$ cat src/rtl/vga_timing_pkg.sv
// Default 640x480@60 VGA timing shared by the sync generator and the downstream
// pixel generators (bricks, paddle, ball).
package vga_timing_pkg;

  localparam int COORD_W = 10;
  typedef logic [COORD_W-1:0] coord_t;

  localparam int DEF_H_VISIBLE = 640;
  localparam int DEF_H_FRONT   = 16;
  localparam int DEF_H_SYNC    = 96;
  localparam int DEF_H_BACK    = 48;
  localparam int DEF_V_VISIBLE = 480;
  localparam int DEF_V_FRONT   = 10;
  localparam int DEF_V_SYNC    = 2;
  localparam int DEF_V_BACK    = 33;
  localparam int DEF_TICK_DIV  = 4;

  localparam int H_TOTAL = DEF_H_VISIBLE + DEF_H_FRONT + DEF_H_SYNC + DEF_H_BACK;
  localparam int V_TOTAL = DEF_V_VISIBLE + DEF_V_FRONT + DEF_V_SYNC + DEF_V_BACK;

  // True when value lies in [first, first+len-1]; coordinates are zero-extended.
  function automatic logic inWindow(coord_t value, int first, int len);
    return (int'(value) >= first) && (int'(value) < first + len);
  endfunction

endpackage

$ cat src/rtl/vga_sync_gen_if.sv
// Raster position and sync bundle from the sync generator to the pixel generators.
interface vga_sync_gen_if;
  import vga_timing_pkg::*;

  coord_t pixelX;
  coord_t pixelY;
  logic   hsync;
  logic   vsync;
  logic   videoOn;
  logic   pixelTick;
  logic   frameStart;

  modport master (output pixelX, pixelY, hsync, vsync, videoOn, pixelTick, frameStart);
  modport slave  (input  pixelX, pixelY, hsync, vsync, videoOn, pixelTick, frameStart);

endinterface

$ cat src/rtl/pixel_tick_div.sv
// Pixel-rate divider: pixelTick is a flop aligned with the divider's last count.
module pixel_tick_div #(
  parameter int TICK_DIV = 4
) (
  input  logic clock,
  input  logic reset,
  output logic pixelTick
);

  localparam logic [2:0] LAST = 3'(TICK_DIV - 1);

  logic [2:0] divCount;
  logic [2:0] divNext;

  always_comb begin
    divNext = (divCount == LAST) ? 3'd0 : divCount + 3'd1;
  end

  // Registering the strobe keeps it low in reset even when TICK_DIV is 1.
  always_ff @(posedge clock or negedge reset) begin
    if (!reset) begin
      divCount  <= '0;
      pixelTick <= 1'b0;
    end else begin
      divCount  <= divNext;
      pixelTick <= (divNext == LAST);
    end
  end

endmodule

$ cat src/rtl/vga_sync_gen.sv
// VGA raster counters with registered sync/videoOn decode taken from the
// next-state counters, so every output moves on the same edge as pixelX/pixelY.
module vga_sync_gen
  import vga_timing_pkg::*;
#(
  parameter int H_VISIBLE = DEF_H_VISIBLE,
  parameter int H_FRONT   = DEF_H_FRONT,
  parameter int H_SYNC    = DEF_H_SYNC,
  parameter int H_BACK    = DEF_H_BACK,
  parameter int V_VISIBLE = DEF_V_VISIBLE,
  parameter int V_FRONT   = DEF_V_FRONT,
  parameter int V_SYNC    = DEF_V_SYNC,
  parameter int V_BACK    = DEF_V_BACK,
  parameter int TICK_DIV  = DEF_TICK_DIV
) (
  input  logic           clock,
  input  logic           reset,
  vga_sync_gen_if.master vga
);

  localparam coord_t H_LAST = coord_t'(H_VISIBLE + H_FRONT + H_SYNC + H_BACK - 1);
  localparam coord_t V_LAST = coord_t'(V_VISIBLE + V_FRONT + V_SYNC + V_BACK - 1);

  logic   tick;
  coord_t xQ, yQ, xNext, yNext;
  logic   frameWrap;
  logic   hsyncQ, vsyncQ, videoOnQ, frameStartQ;

  pixel_tick_div #(.TICK_DIV(TICK_DIV)) uTickDiv (
    .clock     (clock),
    .reset     (reset),
    .pixelTick (tick)
  );

  always_comb begin
    xNext     = xQ;
    yNext     = yQ;
    frameWrap = 1'b0;
    if (tick) begin
      if (xQ == H_LAST) begin
        xNext = '0;
        if (yQ == V_LAST) begin
          yNext     = '0;
          frameWrap = 1'b1;
        end else begin
          yNext = yQ + coord_t'(1);
        end
      end else begin
        xNext = xQ + coord_t'(1);
      end
    end
  end

  always_ff @(posedge clock or negedge reset) begin
    if (!reset) begin
      xQ          <= '0;
      yQ          <= '0;
      hsyncQ      <= 1'b1;
      vsyncQ      <= 1'b1;
      videoOnQ    <= 1'b0;
      frameStartQ <= 1'b0;
    end else begin
      xQ          <= xNext;
      yQ          <= yNext;
      hsyncQ      <= !inWindow(xNext, H_VISIBLE + H_FRONT, H_SYNC);
      vsyncQ      <= !inWindow(yNext, V_VISIBLE + V_FRONT, V_SYNC);
      videoOnQ    <= inWindow(xNext, 0, H_VISIBLE) && inWindow(yNext, 0, V_VISIBLE);
      frameStartQ <= frameWrap;
    end
  end

  assign vga.pixelX     = xQ;
  assign vga.pixelY     = yQ;
  assign vga.hsync      = hsyncQ;
  assign vga.vsync      = vsyncQ;
  assign vga.videoOn    = videoOnQ;
  assign vga.pixelTick  = tick;
  assign vga.frameStart = frameStartQ;

endmodule

$ cat src/flat_wrapper.sv
// flat-port wrapper written by rule: the top's interface ports become plain ports
module vga_sync_gen_flat import vga_timing_pkg::*;
#(
  parameter int H_VISIBLE = DEF_H_VISIBLE,
  parameter int H_FRONT   = DEF_H_FRONT,
  parameter int H_SYNC    = DEF_H_SYNC,
  parameter int H_BACK    = DEF_H_BACK,
  parameter int V_VISIBLE = DEF_V_VISIBLE,
  parameter int V_FRONT   = DEF_V_FRONT,
  parameter int V_SYNC    = DEF_V_SYNC,
  parameter int V_BACK    = DEF_V_BACK,
  parameter int TICK_DIV  = DEF_TICK_DIV
)
  (clock, reset, vga_pixelX, vga_pixelY, vga_hsync, vga_vsync, vga_videoOn, vga_pixelTick, vga_frameStart);
  vga_sync_gen_if vga_i ();
  input  logic clock;
  input  logic reset;
  output wire logic [$bits(vga_i.pixelX)-1:0] vga_pixelX;
  output wire logic [$bits(vga_i.pixelY)-1:0] vga_pixelY;
  output wire logic [$bits(vga_i.hsync)-1:0] vga_hsync;
  output wire logic [$bits(vga_i.vsync)-1:0] vga_vsync;
  output wire logic [$bits(vga_i.videoOn)-1:0] vga_videoOn;
  output wire logic [$bits(vga_i.pixelTick)-1:0] vga_pixelTick;
  output wire logic [$bits(vga_i.frameStart)-1:0] vga_frameStart;
  assign vga_pixelX = vga_i.pixelX;
  assign vga_pixelY = vga_i.pixelY;
  assign vga_hsync = vga_i.hsync;
  assign vga_vsync = vga_i.vsync;
  assign vga_videoOn = vga_i.videoOn;
  assign vga_pixelTick = vga_i.pixelTick;
  assign vga_frameStart = vga_i.frameStart;
  vga_sync_gen #(.H_VISIBLE(H_VISIBLE), .H_FRONT(H_FRONT), .H_SYNC(H_SYNC), .H_BACK(H_BACK), .V_VISIBLE(V_VISIBLE), .V_FRONT(V_FRONT), .V_SYNC(V_SYNC), .V_BACK(V_BACK), .TICK_DIV(TICK_DIV)) u_core (.clock(clock), .reset(reset), .vga(vga_i));
endmodule
$ cat config.mk
export PLATFORM = sky130hd
export DESIGN_NAME = vga_sync_gen_flat
export DESIGN_NICKNAME = d
export VERILOG_FILES = /design/src/rtl/vga_timing_pkg.sv /design/src/rtl/vga_sync_gen_if.sv /design/src/rtl/pixel_tick_div.sv /design/src/rtl/vga_sync_gen.sv /design/src/flat_wrapper.sv
export SDC_FILE = /design/constraint.sdc
export NUM_CORES = 1
export LEC_CHECK = 0
export BUFFER_PORTS_ARGS = -buffer_cell sky130_fd_sc_hd__buf_4
export CORE_UTILIZATION = 54
export DETAILED_ROUTE_END_ITERATION = 6
export PLACE_DENSITY_LB_ADDON = 0.25
export SETUP_SLACK_MARGIN = 0.05
export SLEW_MARGIN = 20
export SYNTH_ARGS = -nofsm -noshare
export SYNTH_HDL_FRONTEND = slang
export SYNTH_SLANG_ARGS = --single-unit
$ cat constraint.sdc
create_clock -name clock -period 3.06 [get_ports clock]
set_input_delay 0.306 -clock clock [delete_from_list [all_inputs] [get_ports clock]]
set_output_delay 0.306 -clock clock [all_outputs]
set_load 0.005 [all_outputs]
==> reports/qor.yml <==
worstMarginPinSlew_ns: 0.3405
cp.required_ns: 3.33
ant_nets: 0
yosysSeqAreaShare: 0.4956
cp-end-kind: "flop"
cts.repair.resized: 0
powerDensity_mw_per_mm2: 368.2
slew_headroom: 0.7730
fin_crit_sh: 0.7709
clk_pin_slew_ns: 0.15
reg2reg_slack_ns: 0.70
h-tree-depth: 1
synthesis.nets: 147
period_minus_slack_ns: 2.359
dr.first_iter.drc_count: 25
synth.most_common_cell: "dfrtp_1"
die-area_mm2: 0.002837
drtPass1Iterations: 4
wl_um: 2861
crit_fanout: 9
viasPerCell: 5.736
n_antenna_cell: 0
critPathLaunchType: "flop"
dpl_cell_area_mm2: 0.001627
ys_ff_latch: 28
finalPower_uw: 622.0
dp_hpwl_um: 2075
grt_pass1_vias: 1033
core-area_mm2: 0.002477
syn-instance-count: 140
die_w_um: 53.26
cts_buffers: 3
clock_latency_ns: 0.33
synth-edff-count: 0
setup-tns-final_ns: 0
fmax_ghz: 0.4239
ys_top_cells_by_area: "dfrtp_1 (46%), xnor2_1 (5.6%), ha_1 (4.4%)"
clock_skew_ns: 0.007239
setup_viol_count_final: 0
avgSynthCellArea_um2: 10.13
vias: 1130
fin_area_mm2: 0.001689
ys_types: 38
cts_tree: "yes"
clock_sink_count: 28
total_leakage_power_nw: 0.7906
place_congestion: 0.8687
rsz0062_at_grt: "no"
start_util: 0.5727
fillCellCount: 202
drive_above_1_share: 0.2096
synth_common_cells: "dfrtp_1 (26), nand2_1 (14), nor2_1 (9), xnor2_1 (9)"
synth_area_mm2: 0.001419
hold_viol: 0
root_buffer: "clkbuf_4"
port_buffers: 26
finalMaxSlewViolations: 0
synth_ff_type: "dfrtp_1"
vdd_drop_max_v: 0.0002713
grt_pass1_wl_um: 4623
syn_to_final_growth_pct: 19.05
hold_path_class: "input pin to async pin"
grt_usage: 0.2288
die_h_um: 53.26
synth_warnings: 0
io_pins: 27
max-clock-path-buffers: 2
rows: 18
grt-ovfl-total: 0
postCtsHoldBufs: 1
worst-endpoint-arrival_ns: 2.63
nNetsFinal: 175
grt_max_degree: 29
synth_top_area_frac: 0.4586
antenna_found_initial: 0
drc: 0
wire_per_inst_um: 14.52
maxCapViolCount: 0
post-cts-setup-buffers: 0
synth_top_area_cell: "dfrtp_1"
path_class: "flop to flop"
async_flop_share: 1.000
status: "finished, final reports clean"
==> through the flow <==
stage	util	hold WS, ns	std cells	setup WS (ns)
after global placement	0.6566	0.2333	192	0.8049
after CTS	0.6818	0.4081	197	0.7214
final	0.6818	0.3968	197	0.7011
after global routing	0.6818	0.4315	197	0.5305
after detailed placement	0.6566	0.2445	192	0.7590
after floorplan	-	0.01041	140	0.8989
==> cell families (layout without fill, tap and decap cells) <==
| kind of cell | after synthesis | count (layout) | synth area share |
|---|---|---|---|
| XOR/XNOR | 12 | 12 | 0.07408 |
| AND/OR/NAND/NOR | 63 | 63 | 0.2584 |
| buffers and inverters | 13 | 40 | 0.04409 |
| multiplexers | 2 | 2 | 0.01411 |
| adder cells (fa/ha/maj) | 5 | 5 | 0.04409 |
| AO/OA/AOI/OAI | 17 | 17 | 0.06966 |
| flip-flops | 28 | 28 | 0.4956 |
==> layer usage <==
| layer | part of all wire | wire, µm | vias to the layer above | track usage |
|---|---|---|---|---|
| met2 | 0.49 | 1396 | 38 | 0.3792 |
| met4 | 0.019 | 53 | 0 | 0.1053 |
| met3 | 0.048 | 137 | 4 | 0.02586 |
| li1 | - | - | 553 | - |
| met5 | 0 | 0 | - | 0 |
| met1 | 0.44 | 1273 | 535 | 0.2945 |
==> flip-flops by register name, indices dropped and copies added, names as in the netlist <==
| signal | flops |
|---|---|
| u_core.vga.pixelX | 10 |
| u_core.vga.pixelY | 10 |
| u_core.uTickDiv.divCount | 3 |
| u_core.uTickDiv.pixelTick | 1 |
| u_core.vga.frameStart | 1 |
| u_core.vga.hsync | 1 |
| u_core.vga.videoOn | 1 |
| u_core.vga.vsync | 1 |
==> critical path, stage by stage (launching register included) <==
cell and delay, ns:
dfrtp_1 0.47, ha_1 0.19, and3_1 0.33, and4bb_1 0.39
and3_1 0.19, mux2i_1 0.08, nand4bb_1 0.18, or4b_1 0.47
==> path summary, 6_finish.rpt <==
| check | start | endpoint | cells after the start |
|---|---|---|---|
| min in group clock | u_core.uTickDiv.divCount[0]$_DFF_PN0_ | u_core.uTickDiv.divCount[0]$_DFF_PN0_ | 1 |
| min | reset | u_core.vga.pixelY[9]$_DFF_PN0_ | 2 |
| max | u_core.vga.pixelX[0]$_DFF_PN0_ | u_core.vga.vsync$_DFF_PN1_ | 7 |
| max in group asynchronous | reset | u_core.vga.hsync$_DFF_PN1_ | 2 |
| max reg2reg | u_core.vga.pixelX[0]$_DFF_PN0_ | u_core.vga.vsync$_DFF_PN1_ | 7 |
| min reg2reg | u_core.uTickDiv.divCount[0]$_DFF_PN0_ | u_core.uTickDiv.divCount[0]$_DFF_PN0_ | 1 |
==> placed cells by master, fill, tap and decap left out, types with 4 or more instances in the layout <==
cell type and n:
nand2_1 14, xnor2_1 9, nor2_1 9, nor3_1 5, dfrtp_1 26, a21oi_1 5
and4_1 4, nand4_1 7, o21ai_0 7, nand3_1 5, buf_4 27, ha_1 5
inv_1 7
==> where the power goes <==
part / internal (mW) / leakage [nW] / total, mW / switching (mW)
registers: 0.370 / 0.365 / 0.370 / 0
logic: 0.00170 / 0.398 / 0.00847 / 0.00677
clock network: 0.133 / 0.0279 / 0.243 / 0.111
total: 0.505 / 0.791 / 0.622 / 0.117
==> area by class of cell <==
| cell class | instances | area [µm²] | share of cell area |
|---|---|---|---|
| multi-input combinational | 99 | 653.1 | 0.3867 |
| clock buffer | 3 | 22.52 | 0.01333 |
| tap | 30 | 37.54 | 0.02222 |
| timing repair buffer | 28 | 212.7 | 0.1259 |
| inverter | 8 | 30.03 | 0.01778 |
| sequential | 28 | 703.2 | 0.4163 |
| clock inverter | 1 | 30.03 | 0.01778 |
No activity file was read; power rests on OpenSTA's default activity.
